[src/rtl/keyboard_pkg.sv]
// keyboard_pkg: shared constants for the keyboard action controller.
//   - action indices inside a player's 6-bit action group
//   - global enter/pause scan codes
//   - default two-player KEY_MAP (entry p*6+a lives at bits [9*(p*6+a)+:9])
//   - repeat FSM state encoding, exposed on debug outputs
package keyboard_pkg;

    localparam int ACTIONS_PER_PLAYER = 6;

    localparam int ACT_LEFT   = 0;
    localparam int ACT_RIGHT  = 1;
    localparam int ACT_ROTATE = 2;
    localparam int ACT_CHANGE = 3;
    localparam int ACT_SPEED  = 4;
    localparam int ACT_DROP   = 5;

    localparam logic [8:0] CODE_ENTER = 9'h05A;
    localparam logic [8:0] CODE_PAUSE = 9'h04D;

    // Entry 0 (P1 left) sits in the least significant 9 bits.
    localparam logic [9*ACTIONS_PER_PLAYER*2-1:0] DEFAULT_KEY_MAP = {
        9'h029, 9'h072, 9'h049, 9'h073, 9'h07A, 9'h069,  // P2: Space 2 > 5 3 1
        9'h012, 9'h023, 9'h01A, 9'h024, 9'h02B, 9'h01B   // P1: LShift D Z E F S
    };

    // RPT_HELD is the single "key down" state used when auto-repeat is
    // compiled out; RPT_DELAY/RPT_REPEAT are used only with auto-repeat.
    typedef enum logic [1:0] {
        RPT_IDLE   = 2'd0,
        RPT_DELAY  = 2'd1,
        RPT_REPEAT = 2'd2,
        RPT_HELD   = 2'd3
    } rpt_state_t;

    function automatic int max_int(input int a, input int b);
        return (a > b) ? a : b;
    endfunction

endpackage

[src/rtl/key_repeat_fsm.sv]
// key_repeat_fsm: one repeating action (left, right or speed).
// Samples the action key and an optional blocking key, detects the press
// and, when KEY_AUTOREPEAT_EN is defined, auto-repeats while held.
// Without KEY_AUTOREPEAT_EN the action is edge-only and has no counter.
//
// Ports:
//   clk, rst     - clock, synchronous active-high reset
//   key_level    - raw key level (already gated by player enable)
//   block_level  - raw level of a key that suppresses this action (0 if none)
//   enable       - player enable; 0 forces the FSM to IDLE immediately
//   pulse        - registered one-cycle action pulse
//   state_dbg    - current FSM state
module key_repeat_fsm
    import keyboard_pkg::*;
#(
    parameter int REPEAT_DELAY  = 10_000_000,
    parameter int REPEAT_PERIOD = 2_500_000
) (
    input  logic       clk,
    input  logic       rst,
    input  logic       key_level,
    input  logic       block_level,
    input  logic       enable,
    output logic       pulse,
    output rpt_state_t state_dbg
);

    logic       key_smp;
    logic       block_smp;
    logic       held;
    logic       pulse_nxt;
    rpt_state_t state, state_nxt;

    // Leaving any active state always goes through a cycle with held=0,
    // so "IDLE and held" is exactly a fresh press.
    assign held      = key_smp & ~block_smp & enable;
    assign state_dbg = state;

`ifdef KEY_AUTOREPEAT_EN
    localparam int CNT_W = $clog2(max_int(REPEAT_DELAY, REPEAT_PERIOD) + 1);
    localparam logic [CNT_W-1:0] DELAY_LAST  = CNT_W'(REPEAT_DELAY - 1);
    localparam logic [CNT_W-1:0] PERIOD_LAST = CNT_W'(REPEAT_PERIOD - 1);

    logic [CNT_W-1:0] count, count_nxt;

    always_comb begin
        state_nxt = state;
        count_nxt = '0;
        pulse_nxt = 1'b0;
        unique case (state)
            RPT_IDLE: begin
                if (held) begin
                    state_nxt = RPT_DELAY;
                    pulse_nxt = 1'b1;
                end
            end
            RPT_DELAY, RPT_REPEAT: begin
                if (!held) begin
                    state_nxt = RPT_IDLE;
                end else if ((state == RPT_DELAY && count == DELAY_LAST) ||
                             (state == RPT_REPEAT && count == PERIOD_LAST)) begin
                    state_nxt = RPT_REPEAT;
                    pulse_nxt = 1'b1;
                end else if (count != '1) begin
                    count_nxt = count + 1'b1;  // saturate, never wrap
                end else begin
                    count_nxt = count;
                end
            end
            default: state_nxt = RPT_IDLE;
        endcase
    end

    always_ff @(posedge clk) begin
        if (rst) begin
            count <= '0;
        end else begin
            count <= count_nxt;
        end
    end
`else
    always_comb begin
        state_nxt = state;
        pulse_nxt = 1'b0;
        unique case (state)
            RPT_IDLE: begin
                if (held) begin
                    state_nxt = RPT_HELD;
                    pulse_nxt = 1'b1;
                end
            end
            default: begin
                if (!held) state_nxt = RPT_IDLE;
            end
        endcase
    end
`endif

    always_ff @(posedge clk) begin
        if (rst) begin
            key_smp   <= 1'b0;
            block_smp <= 1'b0;
            state     <= RPT_IDLE;
            pulse     <= 1'b0;
        end else begin
            key_smp   <= key_level;
            block_smp <= block_level;
            state     <= state_nxt;
            pulse     <= pulse_nxt;
        end
    end

endmodule

[src/rtl/keyboard_action_ctrl.sv]
// keyboard_action_ctrl: turns held-key levels into one-cycle game action
// pulses for up to four players plus global enter/pause pulses.
// Left/right/speed use key_repeat_fsm (auto-repeat when KEY_AUTOREPEAT_EN
// is defined, edge-only otherwise); rotate/change/drop/enter/pause are
// always edge-only. Press pulses appear two clk edges after a key rise.
//
// Ports:
//   clk, rst          - clock, synchronous active-high reset
//   key_down[511:0]   - held-key levels indexed by 9-bit scan code
//   player_en         - per-player enable
//   act_pulse         - action pulses, bit p*6+a
//   enter_pulse       - pulse for scan code 05A
//   pause_pulse       - pulse for scan code 04D
//   dbg_repeat_state  - repeat FSM states, 2 bits each, {speed,right,left} per player
module keyboard_action_ctrl
    import keyboard_pkg::*;
#(
    parameter int NUM_PLAYERS   = 2,
    parameter int REPEAT_DELAY  = 10_000_000,
    parameter int REPEAT_PERIOD = 2_500_000,
    parameter logic [9*ACTIONS_PER_PLAYER*NUM_PLAYERS-1:0] KEY_MAP =
        (9*ACTIONS_PER_PLAYER*NUM_PLAYERS)'(DEFAULT_KEY_MAP)
) (
    input  logic                                 clk,
    input  logic                                 rst,
    input  logic [511:0]                         key_down,
    input  logic [NUM_PLAYERS-1:0]               player_en,
    output logic [NUM_PLAYERS*ACTIONS_PER_PLAYER-1:0] act_pulse,
    output logic                                 enter_pulse,
    output logic                                 pause_pulse,
    output logic [NUM_PLAYERS*6-1:0]             dbg_repeat_state
);

    // Edge-only channels: rotate/change/drop per player, then enter, pause.
    localparam int NUM_EDGE   = 3*NUM_PLAYERS + 2;
    localparam int EDGE_ENTER = NUM_EDGE - 2;
    localparam int EDGE_PAUSE = NUM_EDGE - 1;

    logic [NUM_EDGE-1:0] edge_lvl;
    logic [NUM_EDGE-1:0] edge_en;
    logic [NUM_EDGE-1:0] edge_smp;
    logic [NUM_EDGE-1:0] edge_smp_q;
    logic [NUM_EDGE-1:0] edge_pls;

    for (genvar p = 0; p < NUM_PLAYERS; p++) begin : g_player
        localparam int BASE = p*ACTIONS_PER_PLAYER;

        logic [ACTIONS_PER_PLAYER-1:0] lvl;
        rpt_state_t left_state, right_state, speed_state;

        // Gating before the sample register makes a re-enable with a key
        // held look like a fresh rise.
        for (genvar a = 0; a < ACTIONS_PER_PLAYER; a++) begin : g_lvl
            assign lvl[a] = key_down[KEY_MAP[9*(BASE+a) +: 9]] & player_en[p];
        end

        assign edge_lvl[3*p+0] = lvl[ACT_ROTATE];
        assign edge_lvl[3*p+1] = lvl[ACT_CHANGE];
        assign edge_lvl[3*p+2] = lvl[ACT_DROP];
        assign edge_en[3*p +: 3] = {3{player_en[p]}};

        assign act_pulse[BASE+ACT_ROTATE] = edge_pls[3*p+0];
        assign act_pulse[BASE+ACT_CHANGE] = edge_pls[3*p+1];
        assign act_pulse[BASE+ACT_DROP]   = edge_pls[3*p+2];

        // Left and right block each other so holding both does nothing.
        key_repeat_fsm #(
            .REPEAT_DELAY (REPEAT_DELAY),
            .REPEAT_PERIOD(REPEAT_PERIOD)
        ) u_left (
            .clk        (clk),
            .rst        (rst),
            .key_level  (lvl[ACT_LEFT]),
            .block_level(lvl[ACT_RIGHT]),
            .enable     (player_en[p]),
            .pulse      (act_pulse[BASE+ACT_LEFT]),
            .state_dbg  (left_state)
        );

        key_repeat_fsm #(
            .REPEAT_DELAY (REPEAT_DELAY),
            .REPEAT_PERIOD(REPEAT_PERIOD)
        ) u_right (
            .clk        (clk),
            .rst        (rst),
            .key_level  (lvl[ACT_RIGHT]),
            .block_level(lvl[ACT_LEFT]),
            .enable     (player_en[p]),
            .pulse      (act_pulse[BASE+ACT_RIGHT]),
            .state_dbg  (right_state)
        );

        key_repeat_fsm #(
            .REPEAT_DELAY (REPEAT_DELAY),
            .REPEAT_PERIOD(REPEAT_PERIOD)
        ) u_speed (
            .clk        (clk),
            .rst        (rst),
            .key_level  (lvl[ACT_SPEED]),
            .block_level(1'b0),
            .enable     (player_en[p]),
            .pulse      (act_pulse[BASE+ACT_SPEED]),
            .state_dbg  (speed_state)
        );

        assign dbg_repeat_state[6*p +: 6] = {speed_state, right_state, left_state};
    end

    assign edge_lvl[EDGE_ENTER] = key_down[CODE_ENTER];
    assign edge_lvl[EDGE_PAUSE] = key_down[CODE_PAUSE];
    assign edge_en[EDGE_ENTER]  = 1'b1;
    assign edge_en[EDGE_PAUSE]  = 1'b1;

    always_ff @(posedge clk) begin
        if (rst) begin
            edge_smp   <= '0;
            edge_smp_q <= '0;
            edge_pls   <= '0;
        end else begin
            edge_smp   <= edge_lvl;
            edge_smp_q <= edge_smp;
            edge_pls   <= edge_smp & ~edge_smp_q & edge_en;
        end
    end

    assign enter_pulse = edge_pls[EDGE_ENTER];
    assign pause_pulse = edge_pls[EDGE_PAUSE];

endmodule

[config.mk]
export PLATFORM = sky130hd
export DESIGN_NAME = keyboard_action_ctrl
export DESIGN_NICKNAME = d
export VERILOG_FILES = /design/src/rtl/keyboard_pkg.sv /design/src/rtl/key_repeat_fsm.sv /design/src/rtl/keyboard_action_ctrl.sv
export SDC_FILE = /design/constraint.sdc
export NUM_CORES = 1
export LEC_CHECK = 0
export ABC_AREA = 1
export CORE_AREA = 2 2 212 214
export DETAILED_ROUTE_END_ITERATION = 6
export DIE_AREA = 0 0 214 216
export PLACE_DENSITY = 0.3
export SLEW_MARGIN = 0
export SYNTH_ARGS = -nofsm -noshare
export SYNTH_HDL_FRONTEND = slang
export SYNTH_SLANG_ARGS = --single-unit
[constraint.sdc]
create_clock -name clk -period 0.8 [get_ports clk]
set_input_delay 0.16 -clock clk [delete_from_list [all_inputs] [get_ports clk]]
set_output_delay 0.16 -clock clk [all_outputs]
set_load 0.01 [all_outputs]
Yosys cells after proc, flatten, opt, wreduce, memory -nomap -nowiden
Cells that the tools add are included.
Word-level totals
  register bits: 48
  bits of input ports: 516
  output and inout port bits: 26
Operators by class
  equality and inequality tests: 12
  muxes and demuxes: 24
  bitwise logic cells: 35
  reduce and logical (&&, ||, !) cells: 18
Operator list (count)
  $mux 2: 18
  $and 1x1->1: 22
  $and 8x8->8: 2
  $logic_not 2->1: 6
  $ne 2x1->1 const B: 6
  $ne 2x2->1 const B: 6
  $reduce_and 2->1: 6
  $reduce_or 2->1: 6
  $not 1->1: 10
  $not 8->8: 1
  $mux 1: 6

Logic depth before layout (Yosys ltp)
Gate-level depths: netlist of run 1.
  depth in word-level cells: 5
  mapped depth: 4
  gate-level depth less buffers: 3

By module
A second synthesis of run 1 with hierarchy kept.
Unflattened totals
  cell total of the unflattened synthesis: 190
  area total of the unflattened synthesis: 1535.2 sq um
By module, submodules not included
  key_repeat_fsm: times used 6, cells an instance 16, area each 130.1 sq um, sequential area each 80.1 sq um
  keyboard_action_ctrl: times used 1, cells an instance 94, area each 754.5 sq um, sequential area each 480.5 sq um

Worst setup path before layout of run 1
Ideal clock, no wire load.
  path type: register to output
  from: register, netlist name g_player[0].u_speed.state_dbg[0]
  to: output dbg_repeat_state[5]
  arrival: 0.566 ns
  path slack: 0.074 ns
  stages on the path, launching flop included: 2
  path buffers: 1
  cell sequence: dfxtp_1 -> buf_4
RTL lines
  end: declaration: line keyboard_action_ctrl.sv:31  | output logic [NUM_PLAYERS*6-1:0] dbg_repeat_state

Final worst setup path of run 1
  from: register g_player[0].u_right.state[0]
  to: output dbg_repeat_state[2]
RTL lines
  start: declaration: line key_repeat_fsm.sv:32  | rpt_state_t state, state_nxt;
  start signal: assignment: line key_repeat_fsm.sv:108  | state <= state_nxt;
No word-level cell between the ends.

==> flow_summary.json, run 1 <==
{
  "use_met1": 0.0348,
  "cts_buffers": 5,
  "ant_nets": 0,
  "hold_class": "in -> reg",
  "tightest_slew_ns": 0.245,
  "h-tree-depth": 2,
  "cellPowerDensity_nw_per_um2": 1770,
  "port_buffers": 43,
  "ys_seq_area_frac": 0.611,
  "drc": 0,
  "cp-start-kind": "register",
  "final_cell_mix": "nor2_1, buf_6, nand2_1, inv_1, dfxtp_1",
  "drt_iter0_drc": 46,
  "start_util": 0.0314,
  "drive_above_1_share": 0.363,
  "syn-num-nets": 673,
  "vias_per_cell": 1.25,
  "wl_um": 5370,
  "overflow": 0,
  "crit_path_end_kind": "primary output",
  "grt_first_pass_wirelength_um": 7450,
  "design_area_um2": 2750,
  "max_stage_delay_ns": 0.36,
  "cts.sinks": 42,
  "whs_ns": 0.370,
  "setup_viol": 26,
  "outcome": "finished, violations left",
  "drv_slew": 0,
  "r2r_slack_ns": 0.02,
  "cp.buffers_inverters": 1,
  "syn-cell-area_um2": 1380,
  "power_mw": 4.87,
  "dp.cells": 782,
  "wire_per_inst_um": 6.77,
  "rsz0062_at_grt": "yes",
  "die_y_um": 216,
  "worstPathMaxFanout": 3,
  "fp-row-count": 77,
  "rr_worst_depth": 2,
  "path_class": "reg -> out",
  "core_area_um2": 43800,
  "slew_headroom": 0.836,
  "grt_pass1_vias": 978,
  "dpl_worst_slack_ns": -0.715,
  "diodes": 0,
  "syn_area_per_cell_um2": 8.77,
  "insertion_delay_ns": 0.30,
  "critPathSlowestCell": "dfxtp_4",
  "finalSetupTns_ns": -3.02,
  "vias": 988,
  "final.min_clock_period_ns": 0.945,
  "antenna_found_initial": 1,
  "timing.fmax_mhz": 1060,
  "nNetsFinal": 716,
  "grt_max_degree": 21,
  "leakage_nw": 0.907,
  "synth_cells": 157,
  "place_area_um2": 2500,
  "synth_seq_cells": 42,
  "clock-root-buffer": "clkbuf_16",
  "cts_tree": "yes",
  "utilization": 0.0628,
  "cp.depth": 1,
  "path_cells": "buf_6",
  "top_usage_layer": "met1",
  "place_congestion": 0.564,
  "cts_buffer_depth": 2,
  "use_met3": 0.00916,
  "rr_endpoint": "g_player[1].u_speed.pulse$_SDFF_PP0_",
  "fin_cells": 793,
  "die_x_um": 214,
  "cp_top_family": "flip-flops",
  "track_usage": 0.0257,
  "final_common_cell": "nor2_1",
  "cts.clk_slew.worst_paths_ns": 0.07,
  "hpwlAfterDp_um": 4320,
  "io_pins": 542,
  "violations": "negative setup slack",
  "synthDistinctLibCells": 13,
  "post-route-period-util": 1.18,
  "crit_path_end": "dbg_repeat_state[2]",
  "r2r-start": "g_player[1].u_speed.state_dbg[0]$_SDFFE_PP0P_",
  "synth_warnings": 0,
  "first_pass_iters": 4,
  "finClkSkew_ns": 0.00619,
  "critPathLaunch": "g_player[0].u_right.state_dbg[0]$_SDFFE_PP0P_",
  "worstPathRequired_ns": 0.64,
  "syn_to_final_growth_pct": 100,
  "hold_viol_final": 0,
  "use_met2": 0.0311,
  "cap_violations": 0,
  "die_area_um2": 46200,
  "fin_ws_ns": -0.145,
  "ir_drop_mv": 0.647,
  "critical_path_arrival_ns": 0.78
}
## cell usage after synthesis
cell type  number  area (µm²)
inv_2           1        3.75
dfxtp_1        42         841
nor2_1         38         143
buf_4          13        97.6
nor3_2          1        10.0
buf_6           2        22.5
nand3_1         4        20.0
nand2_1        26        97.6
nor3_1          2        10.0
nor3_4          1        16.3
buf_8           1        15.0
buf_2           2        10.0
inv_1          24        90.1
## logic make-up (layout without fill, tap and decap cells)
logic type,Yosys count,in the layout,share of synthesized area
AND/OR/NAND/NOR,72,72,0.215
flip-flops,42,42,0.611
buffers and inverters,43,87,0.174
## worst min-delay path by stage
stage	start	endpoint	slack (ns)	depth (start not counted)
6_report	key_down[90]	edge_smp[6]$_SDFF_PP0_	0.37	3
2_1_floorplan	key_down[90]	edge_smp[6]$_SDFF_PP0_	0.27	2
3_3_place_gp	edge_smp_q[7]$_SDFF_PP0_	edge_pls[7]$_SDFF_PP0_	0.38	1
4_1_cts	key_down[90]	edge_smp[6]$_SDFF_PP0_	0.36	3
5_1_grt	player_en[0]	edge_smp[2]$_SDFF_PP0_	0.39	4
3_5_place_dp	edge_smp_q[6]$_SDFF_PP0_	edge_pls[6]$_SDFF_PP0_	0.38	1
## sequential cells by signal (all words and copies together) (netlist names), 2 cells and up
signal,cells
g_player.u_right.state_dbg,2
edge_smp_q,8
edge_pls,8
g_player.u_left.pulse,2
g_player.u_speed.pulse,2
g_player.u_right.pulse,2
edge_smp,8
g_player.u_left.state_dbg,2
g_player.u_speed.key_smp,2
g_player.u_speed.state_dbg,2
## where the power goes
part / internal (mW) / leakage (nW) / switching (mW)
combinational: 0.191 / 0.481 / 0.160
clock: 1.26 / 0.0735 / 1.08
sequential: 2.14 / 0.353 / 0.0296
## per-layer routing
metal | wire, µm | part of all wire
met1 | 2830 | 0.53
met2 | 2020 | 0.38
met3 | 308 | 0.057
met4 | 207 | 0.039
met5 | 0 | 0
## cell type report
type	count	area [µm²]
Fill cell	5186	41100
Sequential cell	42	873
Tap cell	592	741
Timing Repair Buffer	54	577
Multi-Input combinational cell	72	313
Clock buffer	6	139
Inverter	25	93.8
Clock inverter	2	16.3
## repair_timing
action | CTS | global route
setup buffers | 3 | 0
hold buffers | 0 | 0
pin swaps | 2 | 2
endpoints found under the setup margin | 58 | 31
resized for setup | 163 | 5
Power figures use the tool's default switching activity.
==> run 2, diff against run 1 <==
--- a/config.mk
+++ b/config.mk
@@ -9,6 +9,7 @@
 export CORE_AREA = 2 2 212 214
 export DETAILED_ROUTE_END_ITERATION = 6
 export DIE_AREA = 0 0 214 216
+export GPL_TIMING_DRIVEN = 0
 export PLACE_DENSITY = 0.3
 export SLEW_MARGIN = 0
 export SYNTH_ARGS = -nofsm -noshare
==> run 2 against run 1 <==
  * Die area did not move
  * Largest power group is now sequential cells
  * The flow still finishes with violations (negative setup slack)
  * Total power fell by 7.1%
  * Highest routed layer is now met5
  * Largest cell class unchanged
  * Cell area is 2.6% lower
==> flow_summary.json, run 2 (synthesis gave the netlist of run 1 again) <==
{
  "outcome": "finished, violations left",
  "violations": "negative setup slack",
  "drv_slew": 0,
  "overflow": 0,
  "hold_viol_final": 0,
  "worstPathMaxFanout": 3,
  "hold_buffers": 0,
  "first_pass_iters": 3,
  "design_area_um2": 2680,
  "grt_max_degree": 13,
  "crit_path_end_kind": "primary output",
  "nNetsFinal": 714,
  "hold_class": "in -> reg",
  "start_util": 0.0314,
  "port_buffers": 40,
  "wire_per_inst_um": 6.54,
  "final.min_clock_period_ns": 1.03,
  "die_y_um": 216,
  "drt_iter0_drc": 27,
  "drive_above_1_share": 0.328,
  "vias_per_cell": 1.25,
  "ir_drop_mv": 0.499,
  "timing.fmax_mhz": 967,
  "leakage_nw": 0.881,
  "cts.sinks": 42,
  "cts.clk_slew.worst_paths_ns": 0.06,
  "io_pins": 542,
  "reg.largest.list": "edge_pls x8, edge_smp x8, edge_smp_q x8",
  "n_fill_cell": 5158,
  "finalSetupTns_ns": -3.23,
  "setup_viol": 26,
  "insertion_delay_ns": 0.29,
  "antenna_found_initial": 2,
  "critical_path_arrival_ns": 0.87,
  "r2r_slack_ns": 0.08,
  "finClkSkew_ns": 0.00758,
  "final_cell_mix": "nor2_1, buf_6, nand2_1, inv_1, dfxtp_1",
  "final_common_cell": "nor2_1",
  "cellPowerDensity_nw_per_um2": 1690,
  "cts_buffer_depth": 2,
  "post-route-period-util": 1.29,
  "drc": 0,
  "fin_cells": 791,
  "critPathSlowestCell": "dfxtp_4",
  "dp.cells": 789,
  "rr_worst_depth": 2,
  "place_congestion": 0.571,
  "cp_top_family": "flip-flops",
  "fin_ws_ns": -0.234,
  "critPathLaunch": "g_player[1].u_speed.state_dbg[0]$_SDFFE_PP0P_",
  "cap_violations": 0,
  "r2r-start": "g_player[0].u_right.block_smp$_SDFF_PP0_",
  "clock-root-buffer": "clkbuf_16",
  "crit_path_end": "dbg_repeat_state[11]",
  "rr_endpoint": "g_player[0].u_left.pulse$_SDFF_PP0_",
  "power_mw": 4.52,
  "grt_first_pass_wirelength_um": 7320,
  "path_class": "reg -> out",
  "cp-start-kind": "register",
  "die_area_um2": 46200,
  "track_usage": 0.0243,
  "syn_to_final_growth_pct": 94.7,
  "max_stage_delay_ns": 0.36,
  "place_area_um2": 2520,
  "rsz0062_at_grt": "yes",
  "cp.buffers_inverters": 2,
  "hpwlAfterDp_um": 4030,
  "worstPathRequired_ns": 0.64,
  "fp-row-count": 77,
  "path_cells": "buf_6 > buf_6",
  "die_x_um": 214,
  "vias": 988,
  "cts_tree": "yes",
  "h-tree-depth": 2,
  "core_area_um2": 43800,
  "ant_nets": 0,
  "tightest_slew_ns": 0.246,
  "wl_um": 5170,
  "cts_buffers": 5,
  "cp.depth": 2,
  "slew_headroom": 0.836,
  "path_common_cell": "buf_6",
  "grt_pass1_vias": 994
}
## run 2: changes by cell type in the layout (fill, tap and decap cells not counted), sizes merged
cell | previous run | this run
buf | 37 | 38
diode | 0 | 1
dlygate4sd2 | 3 | 0
inv | 26 | 25
## run 2: metrics by stage
stage | hold WS (ns) | worst slack (ns) | utilization
floorplan | 0.267 | 0.0741 | -
global placement | 0.375 | -0.471 | 0.0574
detailed placement | 0.375 | -0.477 | 0.0574
CTS | 0.0483 | -0.262 | 0.0606
global route | 0.0475 | -0.279 | 0.0611
finish | 0.0660 | -0.234 | 0.0611
## run 2: cell type report
type / count / area (µm²) / area share
diodes: 1 / 2.50 / 0.000934
plain buffers: 12 / 123 / 0.0458
clock buffers: 6 / 129 / 0.0481
clock inverters: 1 / 7.51 / 0.00280
inverters: 25 / 93.8 / 0.0350
multi-input cells: 72 / 297 / 0.111
flip-flops and latches: 42 / 873 / 0.326
well taps: 592 / 741 / 0.276
repair buffers: 40 / 414 / 0.155
## run 2: timing repair
item | 4_1_cts | 5_1_grt
buffers inserted | 0 | 0
setup endpoints to repair | 26 | 26
pin swaps | 0 | 0
resized for setup | 156 | 5
## run 2: worst min path at each step
stage | slack (ns) | depth (start not counted) | endpoint | start
floorplan | 0.27 | 2 | edge_smp[6]$_SDFF_PP0_ | key_down[90]
global placement | 0.37 | 2 | edge_pls[6]$_SDFF_PP0_ | rst
detailed placement | 0.37 | 2 | edge_pls[6]$_SDFF_PP0_ | rst
CTS | 0.05 | 2 | edge_pls[7]$_SDFF_PP0_ | rst
global route | 0.05 | 2 | edge_pls[7]$_SDFF_PP0_ | rst
finish | 0.07 | 2 | edge_pls[7]$_SDFF_PP0_ | rst
## run 2: power breakdown
part           switching [mW]  internal [mW]
logic                   0.155          0.163
clock network           0.886           1.14
registers              0.0297           2.14
total                    1.07           3.45
## run 2: routing by layer
metal	track usage	vias up	share of wire
li1	-	519	-
met1	0.0313	420	0.52
met2	0.0316	38	0.38
met3	0.0124	9	0.074
met4	0.0147	2	0.026
met5	0	-	0.0025
## run 2: worst register-to-register path, delay by kind of cell, from the launching register on
kind | cells | cell delay, ns
flops | 1 | 0.33
simple gates | 2 | 0.32
